--- src/rtl/soda_machine_types.sv ---
// Shared types and defaults for the soda machine datapath.
//   insert_type          - coin classification used by soda_machine
//   dispense_state_type  - states of dispense_controller
//   DEFAULT_*            - default timing/width constants for dispense_controller
//   max_of4              - helper used to size the shared dispense timer
package soda_machine_types;

  typedef enum logic [1:0] {
    INSERT_NONE,
    INSERT_COIN1,
    INSERT_COIN2
  } insert_type;

  typedef enum logic [2:0] {
    IDLE,
    EJECT1,
    EJECT2,
    WAIT1,
    WAIT2,
    POUR,
    GAP,
    FAULT
  } dispense_state_type;

  localparam int DEFAULT_PULSE_CYCLES   = 8;
  localparam int DEFAULT_GAP_CYCLES     = 4;
  localparam int DEFAULT_POUR_CYCLES    = 100;
  localparam int DEFAULT_TIMEOUT_CYCLES = 64;
  localparam int DEFAULT_CNT_W          = 4;

  function automatic int max_of4(input int a, input int b, input int c, input int d);
    int m;
    m = a;
    if (b > m) m = b;
    if (c > m) m = c;
    if (d > m) m = d;
    return m;
  endfunction

endpackage

--- src/rtl/dispense_counter.sv ---
// Saturating pending-request counter.
// Ports:
//   clk, reset  - clock, synchronous active-high reset
//   inc [1:0]   - amount to add this cycle (0..3)
//   dec         - subtract one this cycle (applied together with inc)
//   count       - current pending count
//   sat_hit     - high in a cycle whose increment is clipped at full scale
module dispense_counter #(
  parameter int CNT_W = 4
) (
  input  logic             clk,
  input  logic             reset,
  input  logic [1:0]       inc,
  input  logic             dec,
  output logic [CNT_W-1:0] count,
  output logic             sat_hit
);

  localparam logic [CNT_W+1:0] SAT = {2'b00, {CNT_W{1'b1}}};
  localparam logic [CNT_W+1:0] ONE = {{(CNT_W+1){1'b0}}, 1'b1};

  // Two spare bits hold the unclipped result so clipping is a simple compare.
  logic [CNT_W+1:0] sum;
  logic [CNT_W+1:0] next;

  always_comb begin
    sum  = {2'b00, count} + {{CNT_W{1'b0}}, inc};
    next = sum;
    if (dec && (sum != '0)) next = sum - ONE;
    sat_hit = (next > SAT);
  end

  always_ff @(posedge clk) begin
    if (reset) begin
      count <= '0;
    end else if (sat_hit) begin
      count <= {CNT_W{1'b1}};
    end else begin
      count <= next[CNT_W-1:0];
    end
  end

endmodule

--- src/rtl/dispense_controller.sv ---
// Turns single-cycle change/pour strobes into timed ejector and valve pulses.
// Requests queue in three saturating counters; each ejected coin must be
// confirmed by its exit sensor or the controller locks up in FAULT.
// Ports:
//   clk, reset              - clock, synchronous active-high reset
//   pour_water              - one pour request per high cycle
//   change1                 - one 1-coin request per high cycle
//   change2 / change22      - one / two 2-coin requests per high cycle
//   coin1_seen, coin2_seen  - coin exit sensors (one-cycle pulses)
//   eject1, eject2          - coin solenoid drives
//   valve_open              - water valve drive
//   busy                    - not idle or requests still pending
//   fault                   - sticky coin-confirmation timeout
//   overflow                - sticky lost-request flag
//
// state  | meaning
// IDLE   | pick next job: 2-coin, then 1-coin, then pour
// EJECT1 | eject1 on for PULSE_CYCLES
// EJECT2 | eject2 on for PULSE_CYCLES
// WAIT1  | wait up to TIMEOUT_CYCLES for coin1_seen
// WAIT2  | wait up to TIMEOUT_CYCLES for coin2_seen
// POUR   | valve on for POUR_CYCLES
// GAP    | all drives off for GAP_CYCLES
// FAULT  | terminal, left only through reset
import soda_machine_types::*;

module dispense_controller #(
  parameter int PULSE_CYCLES   = DEFAULT_PULSE_CYCLES,
  parameter int GAP_CYCLES     = DEFAULT_GAP_CYCLES,
  parameter int POUR_CYCLES    = DEFAULT_POUR_CYCLES,
  parameter int TIMEOUT_CYCLES = DEFAULT_TIMEOUT_CYCLES,
  parameter int CNT_W          = DEFAULT_CNT_W
) (
  input  logic clk,
  input  logic reset,
  input  logic pour_water,
  input  logic change1,
  input  logic change2,
  input  logic change22,
  input  logic coin1_seen,
  input  logic coin2_seen,
  output logic eject1,
  output logic eject2,
  output logic valve_open,
  output logic busy,
  output logic fault,
  output logic overflow
);

  localparam int TIMER_W = $clog2(max_of4(PULSE_CYCLES, GAP_CYCLES,
                                          POUR_CYCLES, TIMEOUT_CYCLES) + 1);

  // Timer counts down to zero; a state lasting N cycles is loaded with N-1.
  localparam logic [TIMER_W-1:0] PULSE_LOAD = TIMER_W'(PULSE_CYCLES - 1);
  localparam logic [TIMER_W-1:0] GAP_LOAD   = TIMER_W'(GAP_CYCLES - 1);
  localparam logic [TIMER_W-1:0] POUR_LOAD  = TIMER_W'(POUR_CYCLES - 1);
  localparam logic [TIMER_W-1:0] WAIT_LOAD  = TIMER_W'(TIMEOUT_CYCLES - 1);
  localparam logic [TIMER_W-1:0] TIMER_ONE  = TIMER_W'(1);

  dispense_state_type state;
  logic [TIMER_W-1:0] timer;

  logic [CNT_W-1:0] pend1;
  logic [CNT_W-1:0] pend2;
  logic [CNT_W-1:0] pend_pour;
  logic             sat1;
  logic             sat2;
  logic             sat_pour;
  logic             dec1;
  logic             dec2;
  logic             dec_pour;

  // A coin is only retired once its sensor confirms it; a pour is retired
  // as soon as the controller commits to it.
  assign dec1     = (state == WAIT1) && coin1_seen;
  assign dec2     = (state == WAIT2) && coin2_seen;
  assign dec_pour = (state == IDLE) && (pend2 == '0) && (pend1 == '0) &&
                    (pend_pour != '0);

  dispense_counter #(.CNT_W(CNT_W)) u_pend1 (
    .clk     (clk),
    .reset   (reset),
    .inc     ({1'b0, change1}),
    .dec     (dec1),
    .count   (pend1),
    .sat_hit (sat1)
  );

  // change2 weighs 1 and change22 weighs 2, so together they add 3.
  dispense_counter #(.CNT_W(CNT_W)) u_pend2 (
    .clk     (clk),
    .reset   (reset),
    .inc     ({change22, change2}),
    .dec     (dec2),
    .count   (pend2),
    .sat_hit (sat2)
  );

  dispense_counter #(.CNT_W(CNT_W)) u_pend_pour (
    .clk     (clk),
    .reset   (reset),
    .inc     ({1'b0, pour_water}),
    .dec     (dec_pour),
    .count   (pend_pour),
    .sat_hit (sat_pour)
  );

  assign busy = (state != IDLE) || (pend1 != '0) || (pend2 != '0) ||
                (pend_pour != '0);

  // Drives are registered alongside the next state so each output is a
  // flop that is high exactly while the matching state is held.
  always_ff @(posedge clk) begin
    if (reset) begin
      state      <= IDLE;
      timer      <= '0;
      eject1     <= 1'b0;
      eject2     <= 1'b0;
      valve_open <= 1'b0;
      fault      <= 1'b0;
      overflow   <= 1'b0;
    end else begin
      if (sat1 || sat2 || sat_pour) overflow <= 1'b1;
      eject1     <= 1'b0;
      eject2     <= 1'b0;
      valve_open <= 1'b0;

      case (state)
        IDLE: begin
          if (pend2 != '0) begin
            state  <= EJECT2;
            timer  <= PULSE_LOAD;
            eject2 <= 1'b1;
          end else if (pend1 != '0) begin
            state  <= EJECT1;
            timer  <= PULSE_LOAD;
            eject1 <= 1'b1;
          end else if (pend_pour != '0) begin
            state      <= POUR;
            timer      <= POUR_LOAD;
            valve_open <= 1'b1;
          end
        end

        EJECT1: begin
          if (timer == '0) begin
            state <= WAIT1;
            timer <= WAIT_LOAD;
          end else begin
            timer  <= timer - TIMER_ONE;
            eject1 <= 1'b1;
          end
        end

        EJECT2: begin
          if (timer == '0) begin
            state <= WAIT2;
            timer <= WAIT_LOAD;
          end else begin
            timer  <= timer - TIMER_ONE;
            eject2 <= 1'b1;
          end
        end

        // Sensor is checked before the timer so a pulse in the final
        // timeout cycle still counts.
        WAIT1: begin
          if (coin1_seen) begin
            state <= GAP;
            timer <= GAP_LOAD;
          end else if (timer == '0) begin
            state <= FAULT;
            fault <= 1'b1;
          end else begin
            timer <= timer - TIMER_ONE;
          end
        end

        WAIT2: begin
          if (coin2_seen) begin
            state <= GAP;
            timer <= GAP_LOAD;
          end else if (timer == '0) begin
            state <= FAULT;
            fault <= 1'b1;
          end else begin
            timer <= timer - TIMER_ONE;
          end
        end

        POUR: begin
          if (timer == '0) begin
            state <= GAP;
            timer <= GAP_LOAD;
          end else begin
            timer      <= timer - TIMER_ONE;
            valve_open <= 1'b1;
          end
        end

        GAP: begin
          if (timer == '0) begin
            state <= IDLE;
          end else begin
            timer <= timer - TIMER_ONE;
          end
        end

        FAULT: begin
          fault <= 1'b1;
        end

        default: begin
          state <= IDLE;
        end
      endcase
    end
  end

endmodule

--- config.mk ---
export PLATFORM = sky130hd
export DESIGN_NAME = dispense_controller
export DESIGN_NICKNAME = d
export VERILOG_FILES = /design/src/rtl/soda_machine_types.sv /design/src/rtl/dispense_counter.sv /design/src/rtl/dispense_controller.sv
export SDC_FILE = /design/constraint.sdc
export NUM_CORES = 1
export LEC_CHECK = 0
export CAP_MARGIN = 20
export CELL_PAD_IN_SITES_DETAIL_PLACEMENT = 0
export CELL_PAD_IN_SITES_GLOBAL_PLACEMENT = 2
export CORE_MARGIN = 10
export CORE_UTILIZATION = 33
export DETAILED_ROUTE_END_ITERATION = 10
export PLACE_DENSITY = 0.86
export SLEW_MARGIN = 25
export SYNTH_ARGS = -nofsm -noshare
export SYNTH_HDL_FRONTEND = slang
export SYNTH_HIERARCHICAL = 1
export SYNTH_SLANG_ARGS = --single-unit
--- constraint.sdc ---
create_clock -name clk -period 2.8 [get_ports clk]
set_input_delay 0.56 -clock clk [delete_from_list [all_inputs] [get_ports clk]]
set_output_delay 0.56 -clock clk [all_outputs]
set_load 0.1 [all_outputs]
Yosys cells after proc, flatten, opt, wreduce, memory -nomap -nowiden --
Index checks and enable logic that the tools add are counted.
Storage, ports and cells: flip-flop bits (word level) 27, output and inout bits 6, input bits 8, logic and storage cells 105, memories 0, bits in latches 0, memory bits (writable) 0, memory bits (read-only) 0
Cells by class: $add $sub $neg 7, multiply operators 0, mux-type cells 40, div/mod/pow operators 0, shift operators 0, eq/ne operators 14, bitwise operators 0, reduce and logical (&&, ||, !) cells 31, magnitude comparators 3
Operators by type and width (number):
- $mux W7 | 8
- $pmux W7 S6 | 1
- $mux W3 | 10
- $reduce_bool A6 Y1 | 4
- $pmux W3 S7 | 1
- $gt A6 B4 Y1 const B | 3
- $mux W6 | 3
- $sub A6 B1 Y6 const B | 3
- $eq A3 B3 Y1 const B | 4
- $mux W4 | 3
- $ne A2 B2 Y1 const B | 6
- $reduce_bool A4 Y1 | 3
- $add A4 B1 Y5 | 2
- $mux W1 | 10
- $logic_and A1 B1 Y1 | 8
- $logic_not A4 Y1 | 2
- $logic_not A7 Y1 | 1
- $reduce_bool A7 Y1 | 1
- $sub A7 B1 Y7 const B | 1
- $eq A3 B2 Y1 const B | 2
- $pmux W1 S2 | 3
- $reduce_and A6 Y1 | 1
- $reduce_bool A3 Y1 | 2
- $add A4 B2 Y5 | 1
- 8 further kinds | 12

Logic depth before layout (Yosys ltp) --
Gate-level depths: netlist (run 1).
depth after elaboration 8, mapped depth 10

By module --
Netlist (run 1), hierarchy kept.
By module, submodules not included:
- dispense_counter | area an instance 449.2 um^2, seq. area each 80.1 um^2, times used 3, cells each 54
- dispense_controller | area an instance 1122.3 um^2, seq. area each 300.3 um^2, times used 1, cells each 138

Worst setup path after synthesis (run 1) --
No wires, ideal clock.
path kind input to register, start point in change2, end point reg u_pend2.count[3], path buffers 0, arrival 2.639 ns, slack 0.098 ns, library setup time 0.062 ns, stages 8, cells stage by stage ha_1 fa_1 inv_1 ha_1 and4b_1 a211o_1 or4_1 nand3_1
On the way: word-level cells in the longest chain between the ends 6
Ends and longest elaborated chain:
- start: declaration | RTL line dispense_controller.sv:38 | input logic change2,
- $add A4 B2 Y5 (*) | RTL line dispense_counter.sv:27 | sum = {2'b00, count} + {{CNT_W{1'b0}}, inc};
- parallel branches: the longest is 2 deep, another holds $sub A6 B1 Y6
- $mux W6 (*) | RTL line dispense_counter.sv:29 | if (dec && (sum != '0)) next = sum - ONE;
- $gt A6 B4 Y1 | RTL line dispense_counter.sv:30 | sat_hit = (next > SAT);
- $mux W4 (*) | RTL line dispense_counter.sv:36 | end else if (sat_hit) begin
- end signal: assignment | RTL line dispense_counter.sv:37 | count <= {CNT_W{1'b1}};
- end signal: assignment | RTL line dispense_counter.sv:39 | count <= next[CNT_W-1:0];
- end: declaration | RTL line dispense_counter.sv:15 | output logic [CNT_W-1:0] count,
Every way passes the cells marked *. A chain may end at the register's enable or synchronous reset.

Worst setup path after layout (run 1) --
start point in change1, end point reg u_pend1.count[3]
On the way: word-level cells in the longest chain between the ends 6
Ends and longest elaborated chain:
- start: declaration | RTL line dispense_controller.sv:37 | input logic change1,
- $add A4 B1 Y5 (*) | RTL line dispense_counter.sv:27
- parallel branches: the longest is 2 deep, another holds $sub A6 B1 Y6
- $mux W6 (*) | RTL line dispense_counter.sv:29
- $gt A6 B4 Y1 | RTL line dispense_counter.sv:30
- $mux W4 (*) | RTL line dispense_counter.sv:36
- end signal: assignment | RTL line dispense_counter.sv:37
- end signal: assignment | RTL line dispense_counter.sv:39
- end: declaration | RTL line dispense_counter.sv:15
Marked as above.

==> metrics.txt, run 1 <==
DRT antenna net count=0; max-slew violation count=0; main combinational cell family by area after synthesis=simple AND/OR/NAND/NOR gates; nets=374; Max-Cap Viols=0; Fin. Hold Viols=0; Power Density=1052 nW/um^2; CTS Buffer Depth=2; CTS clk-pin slew, worst paths=0.10 ns; CTS tree=done; Final setup viols=0; worst setup margin=0.06942 ns; total CTS buffers=3; RSZ-0062 raised after global routing=true; synthesized flop and latch total=27; Pre-antenna DRT Iters=5; first-pass GRT wire length=11.25 mm; DP Worst Slack=-0.3555 ns; Worst EP required=3.03 ns; cell count after synthesis=300; Critical Path Max Stage Delay=0.57 ns; DR vias=2504; Antenna diodes=0; Top FF cell, synth=dfxtp_1; critical path arrival=2.96 ns; fin crit share=0.9752; critical path launch point type=input port; H-tree levels=1; Synth Area in Simple Gates=0.2938; Peak VDD IR=396.0 uV; largest net degree at the start of global routing=34; status=finished, final reports clean; crit end category=register; HP Class=register to register; compound-cell area share of the yosys netlist=0.2893; DIE HEIGHT=106.5 um; slowest cell on the critical path=fa_1; Routed WL per cell=15.45 um; drt initial violations=99; crit-path cells=clkdlybuf4s50_1, ha_2, fa_1, inv_2, ha_4, and4b_1, a211o_1, or4_1, nand3_1; Slew headroom=0.6153; DRT Wirelength=6.890 mm; Post-CTS Hold Buffers=0; total grt overflow=0; EDFF count, synth=0; Remaining DRCs=0; CP delay by family, top=adder cells; clk sinks=27; Core Region=7253 um^2; Crit Path Category=input port to register; I/O pin count=14; die width=106.5 um; Yosys warnings=6; starting density of the core=0.3405; Max Clk Rate=0.3662 GHz; area of the die=11340 um^2; Tightest Pin Transition=0.5763 ns; XOR/XNOR Fraction of Synth Area=0.01773; antenna violations before repair=0; min cycle time layout=2.731 ns; GRT Total Usage=0.1167; ratio of cells with drive above 1 in the final layout=0.2565; Layout Skew=0.009045 ns; TNS Setup=0 ns; mux cell area share after synthesis=0.02229; synthesized area=2470 um^2; Leak=0.001258 uW; placement row count=31; post-synthesis sequential area ratio=0.2188; Buf/Inv on CP=2; Avg Inst Size Synth=8.233 um^2; vias in the first global route=2332; Clk Tree Root Cell=clkbuf_8; via/cell ratio=5.614; Unique masters post-synth=61; Final HPWL DP=5.108 mm; critical path peak fanout=4; Placer Congestion=0.8618; Post-Synth Adder-Cell Area=0.1003; Area growth syn-to-layout=25.58%; clk_lat worst skew=0.28 ns; ys async rst share=0; I/O Buffers=13
## cell usage in the layout, fill, tap and decap left out, types with 4 or more instances in the layout
master           count
buf_4               43
nor4_1              13
xnor2_1              4
inv_1               15
o21ai_0              4
a211o_1              9
nand2b_1             8
a31oi_1              7
dfxtp_1             27
o211ai_1             7
and4b_1              9
conb_1               4
nor3_1               4
nor2_1              17
nand3_1             10
ha_1                10
clkdlybuf4s50_1      7
or2_2                4
a21oi_1             25
mux2_2               4
a21o_2               6
a2111oi_0            5
nand2_1             21
or4_1                6
## metrics by stage
| stage | utilization | std cells | cell area, um^2 | hold WS (ns) | power, uW |
|---|---|---|---|---|---|
| 2_1_floorplan | - | 303 | 2481 | 0.4679 | 2262 |
| 3_3_place_gp | 0.4057 | 442 | 2943 | 0.4591 | 2864 |
| 3_5_place_dp | 0.4057 | 442 | 2943 | 0.4590 | 2873 |
| 4_1_cts | 0.4138 | 446 | 3002 | 0.4756 | 3127 |
| 5_1_grt | 0.4276 | 446 | 3102 | 0.5138 | 3542 |
| 6_report | 0.4276 | 446 | 3102 | 0.4678 | 3262 |
## cells in the mapped netlist, types with 3 or more instances
cell | number | area, um^2
and3_1 | 3 | 18.77
a32o_1 | 3 | 30.03
a21oi_1 | 27 | 135.1
dfxtp_1 | 27 | 540.5
nor3_1 | 4 | 20.02
a32oi_1 | 3 | 26.28
clkbuf_1 | 4 | 15.01
inv_1 | 17 | 63.81
o21bai_1 | 3 | 22.52
nor2_1 | 17 | 63.81
nor4b_1 | 3 | 26.28
nand2b_1 | 8 | 50.05
nor4_1 | 14 | 87.58
ha_1 | 15 | 187.7
nand3_1 | 10 | 50.05
a2111oi_0 | 7 | 61.31
a21o_2 | 6 | 52.55
mux2_2 | 4 | 45.04
nand2_1 | 22 | 82.58
fa_1 | 3 | 60.06
and2b_2 | 3 | 26.28
nand4b_1 | 3 | 26.28
o21ai_0 | 5 | 25.02
buf_2 | 3 | 15.01
a211o_1 | 9 | 78.83
or2_2 | 4 | 25.02
buf_6 | 4 | 45.04
xnor2_1 | 4 | 35.03
or4_1 | 6 | 45.04
o211ai_1 | 7 | 52.55
a31oi_1 | 7 | 43.79
and4b_1 | 9 | 90.09
## cells by family after synthesis
kind of cell    count (synthesis)
compound gates                 97
xor+xnor                        5
fa+ha+maj                      18
buf+inv                        28
flops                          27
mux                             5
other cells                     1
simple gates                  119
## sequential cells by signal (all words and copies together) (netlist names)
signal and cells:
eject1 1, eject2 1, fault 1, overflow 1, state 3, timer 7, u_pend1/count 4, u_pend2/count 4
u_pend_pour/count 4, valve_open 1
## worst min-delay path: cells and delay by family (launching register included)
family,cells,cell delay [ns]
DFF,1,0.32
AOI/OAI and AO/OA,1,0.05
and+or+nand+nor,1,0.06
## final cells by class
class,instances,area (um^2)
Multi-Input combinational cell,248,1912
Sequential cell,27,540.5
Clock buffer,3,41.29
Tap cell,99,123.9
Timing Repair Buffer,51,412.9
Inverter,17,63.81
Fill cell,738,4151
Clock inverter,1,7.507
## final timing paths
kind                                                  start                              end  slack (ns)  depth (start not counted)
worst max-delay path                                change1      u_pend1/count[3]$_SDFF_PP0_        0.07                          9
worst max register to register  u_pend1/count[3]$_SDFF_PP0_  u_pend_pour/count[3]$_SDFF_PP0_        0.37                          7
worst min-delay path                     fault$_SDFFE_PP0P_               fault$_SDFFE_PP0P_        0.47                          2
worst min register to register           fault$_SDFFE_PP0P_               fault$_SDFFE_PP0P_        0.47                          2
## power breakdown
group	switching, uW	internal, uW
logic	1280	1000
clock network	134	101
registers	221	524
## metal layers
| layer | routed length (um) | part of all wire | global-route usage |
|---|---|---|---|
| met5 | 0 | 0 | 0 |
| met4 | 112 | 0.016 | 0.03385 |
| met3 | 263 | 0.038 | 0.01812 |
| met2 | 3293 | 0.48 | 0.1864 |
| met1 | 3220 | 0.47 | 0.1579 |
## what timing repair did
item                                    CTS  global route
pin swaps                                 2             5
gates resized for setup                   4            20
endpoints found under the hold margin     0             0
buffers inserted                          0             0
endpoints found under the setup margin    4            11
No activity file was read; power rests on OpenSTA's default activity.
==> run 2, diff against run 1 <==
--- a/config.mk
+++ b/config.mk
@@ -9,9 +9,10 @@
 export CELL_PAD_IN_SITES_DETAIL_PLACEMENT = 0
 export CELL_PAD_IN_SITES_GLOBAL_PLACEMENT = 2
 export CORE_MARGIN = 10
-export CORE_UTILIZATION = 33
+export CORE_UTILIZATION = 37
 export DETAILED_ROUTE_END_ITERATION = 10
-export PLACE_DENSITY = 0.86
+export PLACE_DENSITY = 0.9
+export SETUP_SLACK_MARGIN = 0.15
 export SLEW_MARGIN = 25
 export SYNTH_ARGS = -nofsm -noshare
 export SYNTH_HDL_FRONTEND = slang
==> constraint.sdc (replaced) <==
create_clock -name clk -period 3 [get_ports clk]
set_input_delay 0.6 -clock clk [delete_from_list [all_inputs] [get_ports clk]]
set_output_delay 0.6 -clock clk [all_outputs]
set_load 0.1 [all_outputs]
==> run 2 against run 1 <==
Flip-flop and latch count did not move. Critical endpoint is now u_pend1/count[1]$_SDFF_PP0_. Combinational power fell by 9.2%. Wire length fell by 1.4%. Highest routed layer unchanged. Via count barely moved.
==> metrics.txt, run 2 (same netlist as run 1, synthesis figures left out) <==
hold path start=fault$_SDFFE_PP0P_; nets=373 (-0.27%); Antenna diodes=0 (unchanged); CTS Buffer Depth=2 (unchanged); Core Region=6422 um^2 (-11%); Post-CTS Hold Buffers=0 (unchanged); DR vias=2505 (+0.040%); gr busiest metal=met2; via/cell ratio=5.922 (+5.5%); met1 usage in global routing=0.1718 (+0.01399); Tightest Pin Transition=0.7552 ns (+0.1789 ns); ratio of cells with drive above 1 in the final layout=0.2630 (+0.006522); critical path peak fanout=6 (+2); sw frac=0.5021 (+0.001719); Area growth syn-to-layout=23.81%; Worst EP required=3.22 ns (+0.19 ns); H-tree levels=1 (unchanged); HP Class=register to register; total grt overflow=0 (unchanged); DRT Wirelength=6.795 mm (-1.4%); max-slew violation count=0 (unchanged); total CTS buffers=3 (unchanged); Remaining DRCs=0 (unchanged); Power Density=987.2 nW/um^2 (-6.1%); CTS tree=done; Largest Register=timer; Final setup viols=0 (unchanged); Routed WL per cell=16.06 um (+4.0%); Sequential Power Share=0.238 (+0.009); I/O Buffers=13 (unchanged); crit end category=register; antenna violations before repair=0 (unchanged); critical path launch point type=input port; combinational cell fraction of total power=0.687 (-0.012); clock group share of total power=0.076 (+0.004); commonest non-fill, non-tap cells in the layout=buf_4 (42), dfxtp_1 (27), a21oi_1 (24), nand2_1 (21), nor2_1 (17); number of flip-flops in the largest register=7 (unchanged); GRT Total Usage=0.1315 (+0.01475); Clk Tree Root Cell=clkbuf_8; die width=101.7 um (-4.5%); met3 Track Usage GR=0.01702 (-0.001098); M2 GR Usage=0.2127 (+0.02633); fill cell count=639 (-13%); min cycle time layout=2.828 ns; Max-Cap Viols=0 (unchanged); # placed instances=416 (-5.9%); Worst R2R Start=u_pend2/count[3]$_SDFF_PP0_; Pre-antenna DRT Iters=4 (-1); Leak=0.001256 uW (-0.14%); clk sinks=27 (unchanged); Slew headroom=0.4950 (-0.1203); Max Clk Rate=0.3536 GHz; DRT antenna net count=0 (unchanged); CTS clk-pin slew, worst paths=0.10 ns (about the same); fin crit share=0.9426; Peak VDD IR=406.3 uV (+2.6%); Layout Skew=0.004102 ns (-0.004944 ns); DIE HEIGHT=101.7 um (-4.5%); drt initial violations=142 (+43%); post-route insts no fill=423 (-5.2%); clk_lat worst skew=0.28 ns (about the same); critical path arrival=3.05 ns (+0.09 ns); area of the die=10340 um^2 (-8.8%); cell internal pwr=1503 uW (-7.8%); largest net degree at the start of global routing=20 (-41%); status=finished, final reports clean; first-pass GRT wire length=11.31 mm (+0.55%); Final HPWL DP=5.085 mm (-0.46%); Placer Congestion=0.8960 (+4.0%); RSZ-0062 raised after global routing=true; starting density of the core=0.3846 (+0.04405); CP startpoint=change1; Crit Path Category=input port to register; Fin. Hold Viols=0 (unchanged); most common cell after layout, fill and taps aside=buf_4; TNS Setup=0 ns (unchanged); vias in the first global route=2374 (+1.8%); placement row count=29 (-6.5%); I/O pin count=14 (unchanged); P_sw=1516 uW (-7.1%)
-- run 2: stage by stage --
stage	utilization	hold slack [ns]	total power [uW]	setup slack [ns]	cell area (um^2)
after floorplan	-	0.4679	2111	0.2583	2481
after global placement	0.4473	0.4538	2610	-0.1617	2873
after detailed placement	0.4473	0.4678	2610	-0.2267	2873
after CTS	0.4567	0.4888	2861	0.1512	2933
after global routing	0.4761	0.5258	3284	0.1146	3058
final	0.4761	0.4783	3019	0.1723	3058
-- run 2: final cells by class --
type | count | area [um^2] | area share
repair buffers | 50 | 399.1 | 0.1305
flip-flops and latches | 27 | 540.5 | 0.1768
clock inverters | 1 | 8.758 | 0.002864
clock buffers | 3 | 41.29 | 0.01350
multi-input cells | 248 | 1908 | 0.6240
inverters | 17 | 63.81 | 0.02087
well taps | 77 | 96.34 | 0.03151
-- run 2: final timing paths --
path | endpoint | slack [ns] | depth (start not counted)
max | u_pend1/count[1]$_SDFF_PP0_ | 0.17 | 9
min | fault$_SDFFE_PP0P_ | 0.48 | 2
max reg2reg | u_pend_pour/count[1]$_SDFF_PP0_ | 0.53 | 8
min reg2reg | fault$_SDFFE_PP0P_ | 0.48 | 2
-- run 2: timing repair --
| item | in CTS | in global routing |
|---|---|---|
| pin swaps | 3 | 12 |
| endpoints found under the hold margin | 0 | 0 |
| setup endpoints to repair | 5 | 10 |
| setup buffers | 1 | 2 |
| resized for setup | 1 | 26 |
-- run 2: critical path: stages --
cell and delay (ns):
clkdlybuf4s50_1 0.40, ha_1 0.22, fa_1 0.48, inv_2 0.11, ha_4 0.16, nor4b_1 0.36, a211o_1 0.20, mux2_2 0.35
a31oi_1 0.16
-- run 2: per-layer routing --
metal	part of all wire	wire (um)	vias up
met5	0	0	-
met4	0.024	160	0
met3	0.042	283	12
met2	0.47	3208	64
met1	0.46	3142	1168
li1	-	-	1261
-- run 2: power groups by stage --
| stage | logic, uW | clock network [uW] | registers, uW |
|---|---|---|---|
| floorplan | 1370 | 0 | 746 |
| global placement | 1900 | 0 | 713 |
| detailed placement | 1890 | 0 | 717 |
| CTS | 1910 | 240 | 708 |
| global route | 2290 | 251 | 745 |
| finish | 2070 | 229 | 717 |
